--- config.mk ---
export PLATFORM = sky130hd
export DESIGN_NAME = countdown_timer_disp_flat
export DESIGN_NICKNAME = d
export VERILOG_FILES = /design/src/rtl/countdown_timer_disp_pkg.sv /design/src/rtl/countdown_timer_disp_if.sv /design/src/rtl/countdown_timer_disp_seg7.sv /design/src/rtl/countdown_timer_disp.sv /design/src/flat_wrapper.sv
export SDC_FILE = /design/constraint.sdc
export NUM_CORES = 1
export LEC_CHECK = 0
export BUFFER_PORTS_ARGS = -buffer_cell sky130_fd_sc_hd__buf_2
export CORE_MARGIN = 1.5
export CORE_UTILIZATION = 53
export DETAILED_ROUTE_END_ITERATION = 10
export PLACE_DENSITY = 0.77
export SYNTH_ARGS = -nofsm -noshare
export SYNTH_HDL_FRONTEND = slang
export SYNTH_SLANG_ARGS = --single-unit
--- constraint.sdc ---
create_clock -name clk -period 2.6 [get_ports clk]
set_input_delay 0.26 -clock clk [delete_from_list [all_inputs] [get_ports clk]]
set_output_delay 0.26 -clock clk [all_outputs]
set_load 0.05 [all_outputs]
--- src/rtl/countdown_timer_disp_pkg.sv ---
// Shared types, segment codes and the START_VAL to BCD helper for the
// countdown timer.
package cdt_pkg;

    typedef enum logic [1:0] {
        IDLE    = 2'd0,
        RUN     = 2'd1,
        DEFUSED = 2'd2,
        EXPIRED = 2'd3
    } state_t;

    // 7-segment codes, {dp,g,f,e,d,c,b,a}, active-high
    localparam logic [7:0] SEG7_0     = 8'h3F;
    localparam logic [7:0] SEG7_1     = 8'h06;
    localparam logic [7:0] SEG7_2     = 8'h5B;
    localparam logic [7:0] SEG7_3     = 8'h4F;
    localparam logic [7:0] SEG7_4     = 8'h66;
    localparam logic [7:0] SEG7_5     = 8'h6D;
    localparam logic [7:0] SEG7_6     = 8'h7D;
    localparam logic [7:0] SEG7_7     = 8'h07;
    localparam logic [7:0] SEG7_8     = 8'h7F;
    localparam logic [7:0] SEG7_9     = 8'h6F;
    localparam logic [7:0] SEG7_BLANK = 8'h00;
    localparam logic [7:0] CAT_OFF    = 8'hFF;

    // Converts a decimal integer into up to eight packed BCD digits.
    function automatic logic [31:0] to_bcd(input int unsigned value);
        logic [31:0] r;
        int unsigned v;
        r = '0;
        v = value;
        for (int i = 0; i < 8; i++) begin
            r[i*4 +: 4] = 4'(v % 10);
            v = v / 10;
        end
        return r;
    endfunction

endpackage

--- src/rtl/countdown_timer_disp_if.sv ---
// Control/status bundle between the game controller (master) and the
// countdown timer (slave).
interface countdown_timer_disp_if #(
    parameter int DIGITS = 2
);
    logic                  start;
    logic                  success;
    logic                  load;
    logic [7:0]            cat;
    logic [7:0]            seg;
    logic [4*DIGITS-1:0]   bcd;
    logic                  running;
    logic                  defused;
    logic                  expired;

    modport master (
        output start, success, load,
        input  cat, seg, bcd, running, defused, expired
    );

    modport slave (
        input  start, success, load,
        output cat, seg, bcd, running, defused, expired
    );
endinterface

--- src/rtl/countdown_timer_disp_seg7.sv ---
// BCD digit to 7-segment decoder; non-BCD codes show blank, dp always off.
module bcd_to_seg7
    import cdt_pkg::*;
(
    input  logic [3:0] bcd,
    output logic [7:0] seg
);

    // Table lookup of the segment pattern for one digit
    always_comb begin
        seg = SEG7_BLANK;
        case (bcd)
            4'd0:    seg = SEG7_0;
            4'd1:    seg = SEG7_1;
            4'd2:    seg = SEG7_2;
            4'd3:    seg = SEG7_3;
            4'd4:    seg = SEG7_4;
            4'd5:    seg = SEG7_5;
            4'd6:    seg = SEG7_6;
            4'd7:    seg = SEG7_7;
            4'd8:    seg = SEG7_8;
            4'd9:    seg = SEG7_9;
            default: seg = SEG7_BLANK;
        endcase
    end

endmodule

--- src/rtl/countdown_timer_disp.sv ---
// BCD countdown timer with multiplexed common-cathode display driver.
// Optional build macro CDT_EXPIRE_BLINK_EN: blink the all-zero display
// in EXPIRED, toggling once per tick period.
//
//  state   | meaning
//  --------+-----------------------------------------------
//  IDLE    | loaded with START_VAL, waiting for start
//  RUN     | counting down (start=0 pauses in place)
//  DEFUSED | success seen, count frozen until load/rst
//  EXPIRED | count reached zero, frozen until load/rst
module countdown_timer_disp #(
    parameter int DIGITS    = 2,
    parameter int START_VAL = 20,
    parameter int TICK_DIV  = 30,
    parameter int SCAN_DIV  = 1
) (
    input  logic                    clk,
    input  logic                    rst,
    countdown_timer_disp_if.slave   bus
);
    import cdt_pkg::*;

    localparam int BW     = 4 * DIGITS;
    localparam int TICK_W = (TICK_DIV > 1) ? $clog2(TICK_DIV) : 1;
    localparam int SCAN_W = (SCAN_DIV > 1) ? $clog2(SCAN_DIV) : 1;

    localparam logic [31:0]       START_BCD32 = to_bcd(START_VAL);
    localparam logic [BW-1:0]     START_BCD   = START_BCD32[BW-1:0];
    localparam logic [TICK_W-1:0] TICK_LAST   = TICK_W'(TICK_DIV - 1);
    localparam logic [SCAN_W-1:0] SCAN_LAST   = SCAN_W'(SCAN_DIV - 1);
    localparam logic [2:0]        IDX_LAST    = 3'(DIGITS - 1);

    state_t              state_q, state_d;
    logic [BW-1:0]       bcd_q, bcd_dec;
    logic [TICK_W-1:0]   tick_q;
    logic [SCAN_W-1:0]   scan_q;
    logic [2:0]          idx_q;
    logic                blank_q;
    logic [7:0]          cat_q, seg_q, cat_next, seg_code;
    logic [3:0]          digit;
    logic                running_q, defused_q, expired_q;
    logic                running_d, defused_d, expired_d;
    logic                tick_wrap, bcd_zero, step;

    // Decimal decrement with a borrow ripple across all digits
    function automatic logic [BW-1:0] bcd_decrement(input logic [BW-1:0] v);
        logic [BW-1:0] r;
        logic          borrow;
        r      = v;
        borrow = 1'b1;
        for (int i = 0; i < DIGITS; i++) begin
            if (borrow) begin
                if (v[i*4 +: 4] == 4'd0) begin
                    r[i*4 +: 4] = 4'd9;
                end else begin
                    r[i*4 +: 4] = v[i*4 +: 4] - 4'd1;
                    borrow      = 1'b0;
                end
            end
        end
        return r;
    endfunction

    assign tick_wrap = (tick_q == TICK_LAST);
    assign bcd_zero  = (bcd_q == '0);
    assign bcd_dec   = bcd_decrement(bcd_q);
    // A success on the wrap cycle wins, so the decrement is suppressed
    assign step      = (state_q == RUN) && bus.start && !bus.success
                       && !bcd_zero && tick_wrap;

    // State register plus registered status flags
    always_ff @(posedge clk) begin
        if (rst) begin
            state_q   <= IDLE;
            running_q <= 1'b0;
            defused_q <= 1'b0;
            expired_q <= 1'b0;
        end else begin
            state_q   <= state_d;
            running_q <= running_d;
            defused_q <= defused_d;
            expired_q <= expired_d;
        end
    end

    // Next-state logic; load overrides everything in every state
    always_comb begin
        state_d = state_q;
        if (bus.load) begin
            state_d = IDLE;
        end else begin
            case (state_q)
                IDLE:    if (bus.start) state_d = RUN;
                RUN: begin
                    if (bus.success)                 state_d = DEFUSED;
                    else if (bcd_zero)               state_d = EXPIRED;
                    else if (step && bcd_dec == '0)  state_d = EXPIRED;
                end
                default: state_d = state_q;
            endcase
        end
    end

    // Flags are taken from the next state so the registers match state_q
    always_comb begin
        running_d = (state_d == RUN);
        defused_d = (state_d == DEFUSED);
        expired_d = (state_d == EXPIRED);
    end

    // BCD down-counter
    always_ff @(posedge clk) begin
        if (rst || bus.load) begin
            bcd_q <= START_BCD;
        end else if (step) begin
            bcd_q <= bcd_dec;
        end
    end

    // Tick divider: counts in RUN while enabled, holds on pause
    always_ff @(posedge clk) begin
        if (rst || bus.load) begin
            tick_q <= '0;
        end else begin
            case (state_q)
                IDLE: begin
                    if (bus.start) tick_q <= '0;
                end
                RUN: begin
                    if (bus.start && !bus.success && !bcd_zero)
                        tick_q <= tick_wrap ? '0 : tick_q + 1'b1;
                end
                EXPIRED: begin
`ifdef CDT_EXPIRE_BLINK_EN
                    tick_q <= tick_wrap ? '0 : tick_q + 1'b1;
`endif
                end
                default: tick_q <= tick_q;
            endcase
        end
    end

    // Blank phase for the expired display; starts visible
    always_ff @(posedge clk) begin
        if (rst || bus.load || state_q != EXPIRED) begin
            blank_q <= 1'b0;
        end else begin
`ifdef CDT_EXPIRE_BLINK_EN
            if (tick_wrap) blank_q <= ~blank_q;
`else
            blank_q <= 1'b0;
`endif
        end
    end

    // Scan divider and digit index, free-running in every state
    always_ff @(posedge clk) begin
        if (rst) begin
            scan_q <= '0;
            idx_q  <= '0;
        end else if (scan_q == SCAN_LAST) begin
            scan_q <= '0;
            idx_q  <= (idx_q == IDX_LAST) ? 3'd0 : idx_q + 3'd1;
        end else begin
            scan_q <= scan_q + 1'b1;
        end
    end

    // Select the active digit and its cathode
    always_comb begin
        digit = 4'h0;
        for (int i = 0; i < DIGITS; i++) begin
            if (idx_q == 3'(i)) digit = bcd_q[i*4 +: 4];
        end
        cat_next        = CAT_OFF;
        cat_next[idx_q] = 1'b0;
    end

    bcd_to_seg7 u_seg7 (
        .bcd (digit),
        .seg (seg_code)
    );

    // cat and seg share one register stage so they never skew
    always_ff @(posedge clk) begin
        if (rst || blank_q) begin
            cat_q <= CAT_OFF;
            seg_q <= SEG7_BLANK;
        end else begin
            cat_q <= cat_next;
            seg_q <= seg_code;
        end
    end

    assign bus.cat     = cat_q;
    assign bus.seg     = seg_q;
    assign bus.bcd     = bcd_q;
    assign bus.running = running_q;
    assign bus.defused = defused_q;
    assign bus.expired = expired_q;

endmodule

--- src/flat_wrapper.sv ---
// flat-port wrapper written by rule: the top's interface ports become plain ports
module countdown_timer_disp_flat import cdt_pkg::*;
#(
    parameter int DIGITS    = 2,
    parameter int START_VAL = 20,
    parameter int TICK_DIV  = 30,
    parameter int SCAN_DIV  = 1
)
  (clk, rst, bus_start, bus_success, bus_load, bus_cat, bus_seg, bus_bcd, bus_running, bus_defused, bus_expired);
  countdown_timer_disp_if #(.DIGITS(DIGITS)) bus_i ();
  input  logic clk;
  input  logic rst;
  input wire logic [$bits(bus_i.start)-1:0] bus_start;
  input wire logic [$bits(bus_i.success)-1:0] bus_success;
  input wire logic [$bits(bus_i.load)-1:0] bus_load;
  output wire logic [$bits(bus_i.cat)-1:0] bus_cat;
  output wire logic [$bits(bus_i.seg)-1:0] bus_seg;
  output wire logic [$bits(bus_i.bcd)-1:0] bus_bcd;
  output wire logic [$bits(bus_i.running)-1:0] bus_running;
  output wire logic [$bits(bus_i.defused)-1:0] bus_defused;
  output wire logic [$bits(bus_i.expired)-1:0] bus_expired;
  assign bus_i.start = bus_start;
  assign bus_i.success = bus_success;
  assign bus_i.load = bus_load;
  assign bus_cat = bus_i.cat;
  assign bus_seg = bus_i.seg;
  assign bus_bcd = bus_i.bcd;
  assign bus_running = bus_i.running;
  assign bus_defused = bus_i.defused;
  assign bus_expired = bus_i.expired;
  countdown_timer_disp #(.DIGITS(DIGITS), .START_VAL(START_VAL), .TICK_DIV(TICK_DIV), .SCAN_DIV(SCAN_DIV)) u_core (.clk(clk), .rst(rst), .bus(bus_i));
endmodule
==> impl_metrics.csv <==
group,metric,value,unit
logic_synthesis,ys_seq_elements,37,
global_routing,grt_usage,19.6,%
logic_synthesis,yosysSeqAreaShare,45.5,%
global_routing,grt_max_degree,16,
die,coreArea,2830,µm²
timing,setup_viol,0,
timing,rsz0062_at_grt,"false",
timing,setup_tns,0,ns
logic_synthesis,syn-cell-area,1630,µm²
clock_tree,cts.sinks,37,
die,row_count,19,
timing,drv_slew,0,
cells_and_area,layout.nets,223,
die,die-area,3410,µm²
clock_tree,clock_path_buffers,2,
clock_tree,cts.repair.resized,0,
setup_path,critical_path.max_fanout,9,
logic_synthesis,avgSynthCellArea,9.19,µm²
drt,firstDrtPassIters,4,
logic_synthesis,synthDistinctLibCells,43,
clock_tree,htree_num_levels,2,
clock_tree,root_buffer,"clkbuf_4",
die,initial_core_util,57.5,%
timing,tightest_slew,0.758,ns
power,leakagePower,0.833,nW
placement,portBuffers,30,
setup_path,start_kind,"register",
die,io_pins,32,
global_routing,antenna_found_initial,0,
hold_path,hold_class,"input port to register",
global_routing,first_global_vias,1247,
timing,slew_headroom,49.1,%
logic_synthesis,synthCells,177,
placement,dp_hpwl,2.30,mm
timing,fin_ws,0.435,ns
setup_path,end_kind,"register",
logic_synthesis,synthFlopType,"dfxtp_1",
logic_synthesis,yosys_warnings,0,
drt,vias,1371,
timing,hold_violations,0,
global_routing,grt_pass1_wl,5.17,mm
drt,wl_per_cell,13.2,µm
cells_and_area,utilization,67.4,%
cells_and_area,fillCellCount,246,
logic_synthesis,async_reset_ff_share,0,%
timing,clock_skew,0.0102,ns
setup_path,criticalPathCategory,"register to register",
logic_synthesis,yosysTopAreaCell,"dfxtp_1",
logic_synthesis,synth.top_cells.by_count,"37 x dfxtp_1, 16 x nand2_1, 12 x a21oi_1",
drt,ant_nets,0,
clock_tree,path_clk_slew,0.12,ns
logic_synthesis,synth_largest_type_area_fraction,45.5,%
die,die_y,58.4,µm
drt,drt-initial-drc-count,27,
timing,period_needed,2.16,ns
outcome,outcome,"complete, no violations",
logic_synthesis,yosysMostFrequentCell,"dfxtp_1",
drt,routed_wl,3.19,mm
placement,globalplace.congestion,0.830,
run,drv_cap,0,
placement,dp_slack,0.452,ns
setup_path,worstPathArrival,2.43,ns
setup_path,crit_required,2.86,ns
cells_and_area,area_growth,17.2,%
die,dieWidth,58.4,µm
power,pwr_density_cell,638,nW/µm²
drt,drc_errors,0,
drt,viasPerCell,5.67,
clock_tree,cts_made_buffers,5,
logic_synthesis,synth-edff-count,0,
clock_tree,cts_tree,"built",
clock_tree,clk_latency,0.35,ns
cells_and_area,diodes,0,
timing,period_share,83.3,%
power,ir_drop,0.417,mV
clock_tree,post_cts_buffers,0,
cells_and_area,drive_gt1_share,22.7,%
logic_synthesis,yosys-top-cells-area,"dfxtp_1 46%, ha_1 6.2%, a21oi_1 3.7%",
global_routing,grt.overflow.total,0,
timing,max_freq,462,MHz
clock_tree,hold_buffers,0,
state kept, by name (all words and copies together), names as in the netlist:
name	flops
u_core.idx_q	3
u_core.scan_q	1
u_core.bus.expired	1
u_core.bus.bcd	8
u_core.bus.running	1
u_core.bus.cat	8
u_core.bus.seg	7
u_core.state_q	2
u_core.bus.defused	1
u_core.tick_q	5
routing by layer:
| metal | part of all wire (%) | track usage, % | routed length, µm | up-vias |
|---|---|---|---|---|
| met1 | 47 | 24.0 | 1500 | 629 |
| met5 | 0 | 0 | 0 | - |
| met2 | 46 | 31.3 | 1460 | 32 |
| li1 | - | - | - | 699 |
| met4 | 3.3 | 12.6 | 104 | 0 |
| met3 | 3.9 | 3.96 | 125 | 11 |
final cells by class:
class	instances	area [µm²]	share of cell area (%)
Clock inverter	3	68.8	3.61
Inverter	5	18.8	0.985
Sequential cell	37	741	38.9
Tap cell	31	38.8	2.04
Multi-Input combinational cell	130	843	44.3
Timing Repair Buffer	31	158	8.27
Clock buffer	5	37.5	1.97
report_power, final:
group	leakage, nW	total, mW	switching (mW)	internal [mW]
Clock	0.0558	0.503	0.201	0.302
Combinational	0.475	0.123	0.0872	0.0356
Sequential	0.302	0.589	0.00744	0.582
Total	0.833	1.22	0.295	0.920
cell families (layout without fill, tap and decap cells):
group | Yosys count | after routing | synth area share [%]
other cells | 1 | 2 | 0.231
xor+xnor | 2 | 2 | 1.08
compound gates | 40 | 40 | 15.3
mux | 6 | 6 | 4.00
buf+inv | 11 | 44 | 2.85
fa+ha+maj | 8 | 8 | 6.15
simple gates | 72 | 72 | 24.8
flops | 37 | 37 | 45.5
stage by stage:
| step | power (mW) | cells | hold slack [ns] | area, µm² |
|---|---|---|---|---|
| floorplan | 0.697 | 178 | 0.385 | 1630 |
| global route | 1.25 | 242 | 0.211 | 1910 |
| finish | 1.22 | 242 | 0.202 | 1910 |
| CTS | 1.22 | 242 | 0.198 | 1910 |
| detailed placement | 0.724 | 234 | 0.475 | 1800 |
| global placement | 0.721 | 234 | 0.468 | 1800 |
layout by cell type (no fill, tap or decap), drive strengths merged, types with 3 or more instances in the layout:
cell and count:
dfxtp 37, buf 31, nand2 16, a21oi 12, nor2 10, ha 8
nand2b 7, or3 7, a31oi 7, o21ai 7, inv 6, nor2b 5
a21o 5, clkbuf 5, and3 5, nor4 4, mux2 4, nor3 3
o41ai 3, nand3 3, or2 3
path summary, 6_finish.rpt:
| kind | start | endpoint | slack, ns | cells after the start |
|---|---|---|---|---|
| worst min-delay path | bus_load | u_core.bus.bcd[4]$_SDFFE_PP0P_ | 0.20 | 3 |
| worst max register to register | u_core.tick_q[0]$_SDFFE_PP0P_ | u_core.bus.bcd[7]$_SDFFE_PP0P_ | 0.44 | 5 |
| worst max-delay path | u_core.tick_q[0]$_SDFFE_PP0P_ | u_core.bus.bcd[7]$_SDFFE_PP0P_ | 0.44 | 5 |
| worst min register to register | u_core.tick_q[4]$_SDFFE_PP0P_ | u_core.tick_q[4]$_SDFFE_PP0P_ | 0.50 | 1 |
critical path, stage by stage, from the launching register on:
cell and delay [ns]:
dfxtp_1 0.41, ha_1 0.20, nand4_2 0.16, or4_1 0.65
or4_1 0.47, and3_1 0.19
No activity file was read; power rests on OpenSTA's default activity.
